**config.mk**
```make
export PLATFORM = sky130hd
export DESIGN_NAME = mem_port_arbiter
export DESIGN_NICKNAME = d
export VERILOG_FILES = /design/src/rtl/mem_port_arbiter.sv
export SDC_FILE = /design/constraint.sdc
export NUM_CORES = 1
export LEC_CHECK = 0
export CAP_MARGIN = 40
export CORE_UTILIZATION = 63
export CTS_CLUSTER_DIAMETER = 120
export DETAILED_ROUTE_END_ITERATION = 10
export DONT_BUFFER_PORTS = 1
export PLACE_DENSITY = 0.85
export SETUP_SLACK_MARGIN = 0.15
export SYNTH_ARGS = -nofsm -noshare
export SYNTH_HDL_FRONTEND = slang
export SYNTH_SLANG_ARGS = --single-unit
export TNS_END_PERCENT = 10
```
**constraint.sdc**
```tcl
create_clock -name clk -period 7.2 [get_ports clk]
set_input_delay 1.08 -clock clk [delete_from_list [all_inputs] [get_ports clk]]
set_output_delay 1.08 -clock clk [all_outputs]
set_load 0.05 [all_outputs]
```
**src/rtl/mem_port_arbiter.sv**
```systemverilog
// mem_port_arbiter: shares one single-ported memory between IF fetch and
// MEM load/store, one transaction at a time (IDLE -> REQ -> WAIT -> RESP).
// Ports: clk/reset; if_* fetch requester (req/addr in, rdata/valid/stall
// out); d_* data requester (req/we/addr/wdata in, rdata/valid/stall out);
// flush cancels delivery of an in-flight fetch; mem_* memory handshake
// (req/we/addr/wdata out, ready/rvalid/rdata in).

module mem_port_arbiter #(
   parameter int ADDR_W     = 32,
   parameter int DATA_W     = 32,
   parameter int STARVE_MAX = 4
) (
   input  logic              clk,
   input  logic              reset,
   input  logic              if_req,
   input  logic [ADDR_W-1:0] if_addr,
   output logic [DATA_W-1:0] if_rdata,
   output logic              if_valid,
   output logic              if_stall,
   input  logic              d_req,
   input  logic              d_we,
   input  logic [ADDR_W-1:0] d_addr,
   input  logic [DATA_W-1:0] d_wdata,
   output logic [DATA_W-1:0] d_rdata,
   output logic              d_valid,
   output logic              d_stall,
   input  logic              flush,
   output logic              mem_req,
   output logic              mem_we,
   output logic [ADDR_W-1:0] mem_addr,
   output logic [DATA_W-1:0] mem_wdata,
   input  logic              mem_ready,
   input  logic              mem_rvalid,
   input  logic [DATA_W-1:0] mem_rdata
);

   typedef enum logic [1:0] {
      S_IDLE,
      S_REQ,
      S_WAIT,
      S_RESP
   } state_t;

   localparam logic [3:0] SMAX = 4'(STARVE_MAX);

   state_t            state_q, state_d;
   logic              owner_q, owner_d;
   logic              discard_q, discard_d;
   logic [3:0]        starve_q, starve_d;
   logic              mem_we_q, mem_we_d;
   logic [ADDR_W-1:0] mem_addr_q, mem_addr_d;
   logic [DATA_W-1:0] mem_wdata_q, mem_wdata_d;
   logic [DATA_W-1:0] rsp_q, rsp_d;
   logic [DATA_W-1:0] if_rdata_q, if_rdata_d;
   logic [DATA_W-1:0] d_rdata_q, d_rdata_d;

   logic grant_if;
   logic fetch_ok;

   // Data has priority unless fetch has lost STARVE_MAX times in a row.
   assign grant_if = if_req && (!d_req || (starve_q == SMAX));

   // A flush in the response cycle itself also suppresses delivery.
   assign fetch_ok = !discard_q && !flush;

   assign mem_req   = (state_q == S_REQ);
   assign mem_we    = mem_we_q;
   assign mem_addr  = mem_addr_q;
   assign mem_wdata = mem_wdata_q;

   assign if_valid = (state_q == S_RESP) && !owner_q && fetch_ok;
   assign d_valid  = (state_q == S_RESP) && owner_q;
   assign if_stall = if_req && !if_valid;
   assign d_stall  = d_req && !d_valid;

   // Fetch data is held in rsp_q until RESP decides whether to deliver it,
   // so a discarded fetch never disturbs the visible if_rdata.
   assign if_rdata = if_valid ? rsp_q : if_rdata_q;
   assign d_rdata  = d_rdata_q;

   always_comb begin
      state_d     = state_q;
      owner_d     = owner_q;
      discard_d   = discard_q;
      starve_d    = starve_q;
      mem_we_d    = mem_we_q;
      mem_addr_d  = mem_addr_q;
      mem_wdata_d = mem_wdata_q;
      rsp_d       = rsp_q;
      if_rdata_d  = if_rdata_q;
      d_rdata_d   = d_rdata_q;
      unique case (state_q)
         S_IDLE: begin
            discard_d = 1'b0;
            if (if_req || d_req) begin
               state_d = S_REQ;
               owner_d = ~grant_if;
               if (grant_if) begin
                  mem_we_d   = 1'b0;
                  mem_addr_d = if_addr;
                  starve_d   = '0;
               end else begin
                  mem_we_d    = d_we;
                  mem_addr_d  = d_addr;
                  mem_wdata_d = d_wdata;
                  // Fetch only loses here while below SMAX: no overflow.
                  if (if_req) starve_d = starve_q + 4'd1;
               end
            end
         end
         S_REQ: begin
            if (flush && !owner_q) discard_d = 1'b1;
            if (mem_ready) state_d = S_WAIT;
         end
         S_WAIT: begin
            if (flush && !owner_q) discard_d = 1'b1;
            if (mem_rvalid) begin
               state_d = S_RESP;
               if (!owner_q) rsp_d = mem_rdata;
               else if (!mem_we_q) d_rdata_d = mem_rdata;
            end
         end
         S_RESP: begin
            state_d   = S_IDLE;
            discard_d = 1'b0;
            if (!owner_q && fetch_ok) if_rdata_d = rsp_q;
         end
      endcase
   end

   always_ff @(posedge clk or posedge reset) begin
      if (reset) begin
         state_q     <= S_IDLE;
         owner_q     <= 1'b0;
         discard_q   <= 1'b0;
         starve_q    <= '0;
         mem_we_q    <= 1'b0;
         mem_addr_q  <= '0;
         mem_wdata_q <= '0;
         rsp_q       <= '0;
         if_rdata_q  <= '0;
         d_rdata_q   <= '0;
      end else begin
         state_q     <= state_d;
         owner_q     <= owner_d;
         discard_q   <= discard_d;
         starve_q    <= starve_d;
         mem_we_q    <= mem_we_d;
         mem_addr_q  <= mem_addr_d;
         mem_wdata_q <= mem_wdata_d;
         rsp_q       <= rsp_d;
         if_rdata_q  <= if_rdata_d;
         d_rdata_q   <= d_rdata_d;
      end
   end

endmodule

```
Word level (Yosys, flattened, before mapping)
Cells that the tools add are included.
W data, S select, Z words.

storage, ports and cells
  bits in registers = 169
  output and inout port bits = 134
  bits of input ports = 136

operators by class
  equality and inequality tests = 8
  mux-type cells = 11
  bitwise gates (word level) = 3
  reduce and logical (&&, ||, !) cells = 28
  add/subtract/negate cells = 1

operators by type and width
  kind                   count
  $mux W32               2
  $reduce_and A3 Y1      4
  $logic_and A1 B1 Y1    9
  $mux W4                2
  $pmux W2 S4            1
  $logic_not A1 Y1       6
  $mux W2                3
  $add A4 B1 Y4 const B  1
  $eq A2 B2 Y1 const B   2
  $eq A4 B3 Y1 const B   1
  $ne A2 B1 Y1 const B   2
  $ne A2 B2 Y1 const B   2
  $reduce_and A2 Y1      2
  $reduce_and A4 Y1      1
  $reduce_or A2 Y1       2
  $not A1 Y1             3
  $eq A2 B1 Y1 const B   1
  $logic_not A2 Y1       1
  $logic_or A1 B1 Y1     2
  $mux W1                2
  $pmux W1 S2            1
  $reduce_bool A2 Y1     1

Longest topological paths before layout
Gate-level depths: netlist of run 1.

  word-level depth = 5
  mapped depth = 7
  gate-level depth less buffers = 5

Least setup slack after synthesis of run 1
Ideal clock, no wire load.

  kind = input to output
  start = input port flush
  end = output port if_rdata[15]
  path buffers = 2
  stages on the path = 4
  setup slack = 3944 ps
  arrival time = 2176 ps
  cells stage by stage = nor4b_2 -> buf_4 -> buf_4 -> mux2_2

between the ends
  word-level cells in the longest chain between the ends = 4

ends and longest elaborated chain
  element              line  source
  from (decl)          27    input logic flush,
  $logic_not A1 Y1     64    assign fetch_ok = !discard_q && !flush;
  $logic_and A1 B1 Y1  64
  $logic_and A1 B1 Y1  71    assign if_valid = (state_q == S_RESP) && !owner_q && fetch_ok;
  $mux W32             78    assign if_rdata = if_valid ? rsp_q : if_rdata_q;
  to (decl)            17    output logic [DATA_W-1:0] if_rdata,

No other way between the ends.

Worst setup path in the final report of run 1
  start = input port flush
  end = output port if_rdata[25]

between the ends
  word-level cells in the longest chain between the ends = 4

ends and longest elaborated chain
  element              line  source
  $logic_not A1 Y1     64
  $logic_and A1 B1 Y1  64
  $logic_and A1 B1 Y1  71
  via if_valid         18    output logic if_valid,
  $mux W32             78

The timed path passes the listed nets, and every way through them passes these cells.

==> results of run 1 <==
## Yosys cell counts, types with 2 or more instances
| cell | number | area [um^2] |
|---|---|---|
| o211ai_1 | 32 | 240 |
| and2_1 | 2 | 12.5 |
| o21a_1 | 2 | 15.0 |
| nand2_1 | 73 | 274 |
| nor2b_1 | 2 | 12.5 |
| dfrtp_1 | 169 | 4230 |
| nand4_1 | 34 | 213 |
| buf_1 | 2 | 7.51 |
| buf_4 | 5 | 37.5 |
| mux2_2 | 132 | 1490 |
| ha_1 | 7 | 87.6 |
| clkbuf_1 | 13 | 48.8 |
| nor2_1 | 2 | 7.51 |
| buf_2 | 14 | 70.1 |
| buf_6 | 4 | 45.0 |
| o21ai_0 | 3 | 15.0 |
| mux2_4 | 29 | 435 |
| inv_1 | 9 | 33.8 |
## cell usage in the layout (no fill, tap or decap), drive strengths merged, types with 7 or more instances in the layout
cell type / instances
dfrtp: 169
mux2: 161
nand2: 73
nand4: 34
o211ai: 32
clkbuf: 20
inv: 13
buf: 11
ha: 7
## critical path: cells and delay by family
kind,cells,cell delay [ns]
and+or+nand+nor,1,0.45
muxes,1,0.55
buffers and inverters,1,0.77
## kinds of logic after synthesis
kind of cell,Yosys count,share of synthesized area (%)
muxes,162,26.0
AOI/OAI and AO/OA,45,4.50
DFF,169,57.0
and+or+nand+nor,120,8.01
buffers and inverters,47,3.27
adders and majority gates,7,1.18
## worst max path at each step
| stage | from | to | depth (start not counted) |
|---|---|---|---|
| after CTS | flush | if_rdata[18] | 3 |
| after global routing | flush | if_rdata[21] | 3 |
| after global placement | flush | if_rdata[25] | 3 |
| after floorplan | reset | d_rdata[0]$_DFFE_PP0P_ | 1 |
| final | flush | if_rdata[25] | 3 |
| after detailed placement | flush | if_rdata[19] | 3 |
## registers in the layout, indices dropped and copies added, names as in the netlist
name and flops:
d_rdata 32, if_rdata_q 32, mem_addr 32, mem_wdata 32
rsp_q 32, starve_q 4, state_q 2, discard_q 1
mem_we 1, owner_q 1
## through the flow
stage / hold WS [ns] / area, um^2 / instances / util (%) / setup slack, ns
2_1_floorplan: 0.477 / 7420 / 550 / - / 1.54
3_3_place_gp: 0.489 / 7450 / 660 / 65.0 / 3.28
3_5_place_dp: 0.492 / 7550 / 666 / 65.8 / 3.25
4_1_cts: 0.508 / 8110 / 698 / 70.7 / 3.23
5_1_grt: 0.522 / 8110 / 698 / 70.7 / 3.11
6_report: 0.501 / 8110 / 698 / 70.7 / 3.22
## routing by layer
metal,GRT usage (%),up-vias
met5,0,-
met4,13.7,0
li1,-,1967
met1,31.7,2172
met3,7.14,37
met2,44.6,204
## area by class of cell
class	instances	area [um^2]	area share, %
timing repair buffer	11	134	1.65
sequential	169	4230	52.2
tap	143	179	2.21
clock inverter	12	116	1.43
clock buffer	20	447	5.51
multi-input combinational	334	2970	36.6
inverter	9	38.8	0.478
==> results.yml, run 1 <==
status:
  run_status: "completed"
die:
  row_count: 39
  die_h_um: 111
  core_region_area_um2: 11500
  ioPinCount: 270
  fp.dieW_um: 111
  initial_utilization_pct: 64.7
  dieArea_um2: 12200
clocking:
  cts.clk_slew.worst_paths_ns: 0.06
  cts_tree: "done"
  cts_max_path_buffers: 2
  holdBufCountCts: 0
  cts_resized: 0
  cts_setup_buffers: 0
  numCtsBuffers: 17
  clock_latency_ns: 0.42
  root_buffer: "clkbuf_16"
  clock_sinks: 169
  cts-htree-levels: 4
routing:
  routed_via_density: 6.28
  drt_iter0_drc: 293
  drc: 0
  routed.top_layer: "met4"
  ant_nets: 0
  dr_wl_met2_um: 8110
  vias: 4380
  routed_wl_um: 15500
  wl_met3_um: 1010
  wl_per_cell_um: 22.2
  drt-met1-wl_um: 5840
  drt_first_pass_iters: 4
synth:
  async_flop_share_pct: 100
  ys_warn_count: 0
  synth_edf_count: 0
  post_synth_num_cell_types: 34
  synth_nets: 693
  syn_avg_cell_area_um2: 13.5
  synth_ff_type: "dfrtp_1"
  seq_area_frac_synth_pct: 57.0
  syn_inst: 550
  ys_seq_elements: 169
  netlist_area_um2: 7420
timing:
  timing.final.crit_period_ns: 3.98
  setup_violations: 0
  slew_viol_final: 0
  rsz0062_at_grt: "false"
  finalSetupTns_ns: 0
  max_freq_ghz: 0.251
  slew_headroom_pct: 39.7
  hold_viol: 0
  skew_ns: 0.00825
  tightestPinTransition_ns: 0.901
  period_share_pct: 55.3
global_route:
  antenna_found_initial: 0
  grt_pass1_wl_um: 25200
  gr-total-overflow: 0
  grt_start_max_net_pins: 87
  grt_pass1_vias: 4702
  grt_use_total_pct: 26.7
cells_and_area:
  area_growth_pct: 9.29
  fin_nets: 685
  antennaDiodeCount: 0
  fillers: 734
  drive_above_1_share_pct: 37.5
min_path:
  worstHoldStart: "if_rdata_q[28]$_DFFE_PP0P_"
  min_path_type: "reg -> reg"
  hold_path_end: "if_rdata_q[28]$_DFFE_PP0P_"
  min_path_cells: 1
placement:
  dp_hpwl_um: 10900
  place_congestion: 0.863
  placement.io_buffers: 0
job:
  maxCapViolations: 0
worst_setup_path:
  endpoint_kind: "output pin"
  worstPathArrival_ns: 2.90
  critical_path_class: "in -> out"
  r2r_cells: 4
  rr_endpoint: "if_rdata_q[29]$_DFFE_PP0P_"
  critical_path.cell_chain: "nor4b_4, buf_4, mux2_2"
  crit_path_top_delay_cell: "buf_4"
  required_ns: 6.12
  path_max_fanout: 59
  crit_path_max_incr_delay_ns: 0.77
  r2r_slack_ns: 4.77
  reg2reg_from: "state_q[0]$_DFFE_PP0P_"
  startpoint_type: "primary input"
Power of run 1 is not shown: default switching activity piles up to over one toggle a cycle in this logic, so the estimate is an artifact.
==> inputs of run 2 (changes only) <==
clock period = 4.1 ns   (was 7.2 ns; I/O delays follow)
==> run 2 against run 1 <==
Compared with the run above: global-route usage fell by 0.11 points; routed wire length rose by 2.0%; largest cell class unchanged; die area did not move; register-to-register slack got worse by 3.0 ns; design area rose by 1.2%; critical path depth rose by 1; core utilization rose by 0.88 points; via count rose by 0.68%; flip-flop and latch count did not move.
==> results.yml, run 2 (same netlist as run 1, synthesis figures left out) <==
die:
  fp.dieW_um: 111
  dieArea_um2: 12200
  die_h_um: 111
  core_region_area_um2: 11500
  row_count: 39
  initial_utilization_pct: 64.7
  ioPinCount: 270
placement:
  postPlaceCellArea_um2: 7580
  placement.io_buffers: 0
  place_congestion: 0.915
  dp_hpwl_um: 10800
cells_and_area:
  finalInstanceArea_um2: 8210
  fin_nets: 688
  drive_above_1_share_pct: 37.8
  area_growth_pct: 10.7
  final_common_cell: "dfrtp_1"
  final_cell_mix: "dfrtp_1 (169), mux2_2 (132), nand2_1 (73), nand4_1 (34), o211ai_1 (32)"
  antennaDiodeCount: 0
worst_setup_path:
  cpLargestDelayFamily: "multiplexers"
  crit_path_max_incr_delay_ns: 0.52
  startpoint_type: "flop"
  required_ns: 3.48
  endpoint_kind: "output pin"
  critical_path_class: "reg -> out"
  critical_path.cell_chain: "ha_1, nor4b_4, buf_12, mux2_2"
  crit_path_top_delay_cell: "mux2_2"
  path_buf_inv: 1
  path_max_fanout: 66
  worstPathArrival_ns: 2.19
timing:
  slew_headroom_pct: 57.7
  max_freq_ghz: 0.356
  timing.final.crit_period_ns: 2.81
  rsz0062_at_grt: "false"
  hold_viol: 0
  period_share_pct: 68.5
  skew_ns: 0.0112
  setup_violations: 0
  slew_viol_final: 0
  finalSetupTns_ns: 0
  tightestPinTransition_ns: 0.635
global_route:
  grt_pass1_wl_um: 25200
  grt_pass1_vias: 4702
  grt_start_max_net_pins: 98
  gr-total-overflow: 0
  grt_use_total_pct: 26.6
  antenna_found_initial: 0
status:
  run_status: "completed"
routing:
  wl_per_cell_um: 22.5
  ant_nets: 0
  drt_first_pass_iters: 5
  routed_wl_um: 15800
  vias: 4410
  drc: 0
  routed_via_density: 6.29
  drt_iter0_drc: 272
clocking:
  cts_resized: 0
  cts_tree: "done"
  clock_latency_ns: 0.41
  cts_max_path_buffers: 2
  numCtsBuffers: 17
  root_buffer: "clkbuf_16"
  clock_sinks: 169
  cts_setup_buffers: 0
  cts.clk_slew.worst_paths_ns: 0.06
  holdBufCountCts: 0
  cts-htree-levels: 4
job:
  maxCapViolations: 0
min_path:
  min_path_type: "in -> async"
-- run 2: cell count changes in the layout (fill, tap and decap cells not counted), sizes merged --
cell,previous run,this run
buf,11,14
bufinv,1,4
inv,13,10
clkbuf,20,19
clkinvlp,4,5
-- run 2: final cells by class --
class	count	area (um^2)
flip-flops and latches	169	4230
fillers	735	3260
multi-input cells	334	2970
clock buffers	19	433
clock inverters	13	193
well taps	143	179
repair buffers	14	174
inverters	9	37.5
-- run 2: through the flow --
step	worst slack, ns	instances	util (%)	hold WS [ns]
after floorplan	1.33	550	-	0.477
after global placement	1.65	663	65.4	0.485
after detailed placement	1.72	669	66.1	0.492
after CTS	1.29	701	71.6	0.0675
after global routing	1.17	701	71.6	0.0689
final	1.29	701	71.6	0.0827
-- run 2: path summary, 6_finish.rpt --
path / depth (start not counted) / to / startpoint / slack [ns]
max: 4 / if_rdata[25] / state_q[0]$_DFFE_PP0P_ / 1.29
min: 2 / mem_wdata[11]$_DFFE_PP0P_ / reset / 0.08
max reg2reg: 6 / mem_wdata[17]$_DFFE_PP0P_ / starve_q[0]$_DFFE_PP0P_ / 1.80
min reg2reg: 1 / if_rdata_q[3]$_DFFE_PP0P_ / if_rdata_q[3]$_DFFE_PP0P_ / 0.51
max in group asynchronous: 2 / rsp_q[19]$_DFFE_PP0P_ / reset / 3.49
min in group clk: 2 / mem_we$_DFFE_PP0P_ / d_req / 0.33
-- run 2: per-layer routing --
| layer | global-route usage (%) | part of all wire (%) |
|---|---|---|
| met3 | 9.11 | 6.8 |
| met1 | 30.3 | 38 |
| met4 | 8.71 | 1.9 |
| met2 | 46.6 | 53 |
| met5 | 0 | 0 |
-- run 2: worst reg2reg max path, stage by stage (launching register included) --
cell and delay, ns:
dfrtp_1 0.42, inv_1 0.09, ha_1 0.21, nand4b_4 0.43, and3_2 0.48, buf_12 0.20, mux2_4 0.35
Power of run 2 is left out for the same reason.
==> inputs of run 3 (changes only) <==
CORE_UTILIZATION = 57   (was 63)
PLACE_DENSITY = 0.81   (was 0.85)
clock period = 2.4 ns   (was 4.1 ns; I/O delays follow)
==> run 3 against run 2 <==
Compared with the run above: cell count is 6.6% higher; the flow now finishes with violations (setup timing); hold slack worse by 0.0017 ns; largest cell class unchanged; sequential share of layout area is 2.3 points lower; via count is 4.8% higher; critical endpoint is now if_rdata[27]; routed wire length is 9.5% higher; non-clock buffer count is 17 higher.
==> results.yml, run 3 (same netlist as run 1, synthesis figures left out) <==
status:
  run_status: "complete, but fails checks"
  violations: "setup timing"
min_path:
  min_path_type: "in -> reg"
  worstHoldStart: "mem_rdata[9]"
routing:
  vias: 4623
  routed_via_density: 6.19
  drc: 0
  drt_first_pass_iters: 5
  routed_wl_um: 17300
  wl_met3_um: 1370
  ant_nets: 0
  wl_per_cell_um: 23.2
  drt-met1-wl_um: 6480
  dr_wl_met2_um: 9060
  routed.top_layer: "met4"
  drt_iter0_drc: 239
clocking:
  cts-htree-levels: 4
  cts_max_path_buffers: 2
  clock_sinks: 169
  numCtsBuffers: 17
  cts_tree: "done"
  clock_latency_ns: 0.42
  cts.clk_slew.worst_paths_ns: 0.07
  root_buffer: "clkbuf_16"
worst_setup_path:
  r2r_slack_ns: 0.40
  path_max_fanout: 8
  endpoint_kind: "output pin"
  critical_path_class: "reg -> out"
  required_ns: 2.04
  critical_path.startpoint: "state_q[1]$_DFFE_PP0P_"
  startpoint_type: "flop"
  worstPathArrival_ns: 2.04
  reg2reg_from: "state_q[1]$_DFFE_PP0P_"
cells_and_area:
  fillers: 849
  area_growth_pct: 15.8
  fin_util_pct: 67.8
  fin_nets: 705
  drive_above_1_share_pct: 40.2
  antennaDiodeCount: 0
  seq_area_um2: 4230
  final_common_cell: "dfrtp_1"
  final_cell_mix: "dfrtp_1 (168), mux2_2 (100), nand2_1 (73), mux2_4 (61), nand4_1 (34)"
  multi_input_area_um2: 3090
  finalNonFillerCells: 747
timing:
  max_freq_ghz: 0.416
  period_share_pct: 100
  hold_viol: 0
  timing.final.crit_period_ns: 2.40
  slew_headroom_pct: 54.4
  setup_violations: 2
  tightestPinTransition_ns: 0.682
  slew_viol_final: 0
  rsz0062_at_grt: "true"
  layout_setup_ws_ns: -0.00217
  skew_ns: 0.00676
die:
  ioPinCount: 270
  die_h_um: 116
  core_region_area_um2: 12700
  fp.dieW_um: 116
  initial_utilization_pct: 58.6
  row_count: 41
  dieArea_um2: 13500
global_route:
  grt_use_total_pct: 26.0
  gr-total-overflow: 0
  grt_start_max_net_pins: 53
  antenna_found_initial: 0
  grt_pass1_vias: 4874
  grt_pass1_wl_um: 25700
placement:
  place_congestion: 0.828
  dp_cells: 704
  placement.io_buffers: 0
  pre_cts_ws_ns: 0.340
  dp_hpwl_um: 11300
job:
  maxCapViolations: 0
-- run 3: critical path, cell delays in order, from the launching register on --
cell	delay, ns
dfrtp_1	0.36
ha_2	0.20
nor4b_4	0.24
buf_6	0.21
buf_16	0.19
mux2_4	0.40
-- run 3: final timing paths --
| kind | endpoint | cells past startpoint |
|---|---|---|
| worst max register to register | mem_addr[30]$_DFFE_PP0P_ | 8 |
| max in group asynchronous | owner_q$_DFFE_PP0P_ | 3 |
| worst min-delay path | d_rdata[9]$_DFFE_PP0P_ | 1 |
| worst min register to register | if_rdata_q[15]$_DFFE_PP0P_ | 1 |
| min in group asynchronous | rsp_q[26]$_DFFE_PP0P_ | 2 |
| worst max-delay path | if_rdata[27] | 5 |
-- run 3: what timing repair did --
| item | CTS | global route |
|---|---|---|
| endpoints found under the setup margin | 33 | 33 |
| endpoints found under the hold margin | 25 | 0 |
| gates resized for setup | 39 | 1 |
| pin swaps | 1 | 1 |
| setup buffers | 6 | 0 |
| hold buffers | 1 | 0 |
| cloned | 4 | 0 |
-- run 3: layout make-up --
cell class                 count  share of cell area, %
clock buffer                  18                   5.11
clock inverter                14                   2.13
timing repair buffer          31                   4.62
multi-input combinational    334                   36.0
sequential                   169                   49.2
tap                          172                   2.51
inverter                       9                  0.437
-- run 3: per-stage QoR --
stage | area, um^2 | TNS (ns) | hold WS (ns)
6_report | 8590 | -0.00260 | 0.0810
5_1_grt | 8590 | -1.81 | 0.0519
4_1_cts | 8590 | 0 | 0.0618
3_5_place_dp | 7680 | 0 | 0.360
3_3_place_gp | 7650 | 0 | 0.341
2_1_floorplan | 7420 | -19.39 | 0.477
-- run 3: routing by layer --
layer / up-vias / GRT usage (%)
li1: 2003 / -
met4: 0 / 11.6
met2: 231 / 45.4
met3: 30 / 8.10
met1: 2359 / 29.2
met5: - / 0
Power of run 3 is left out for the same reason.
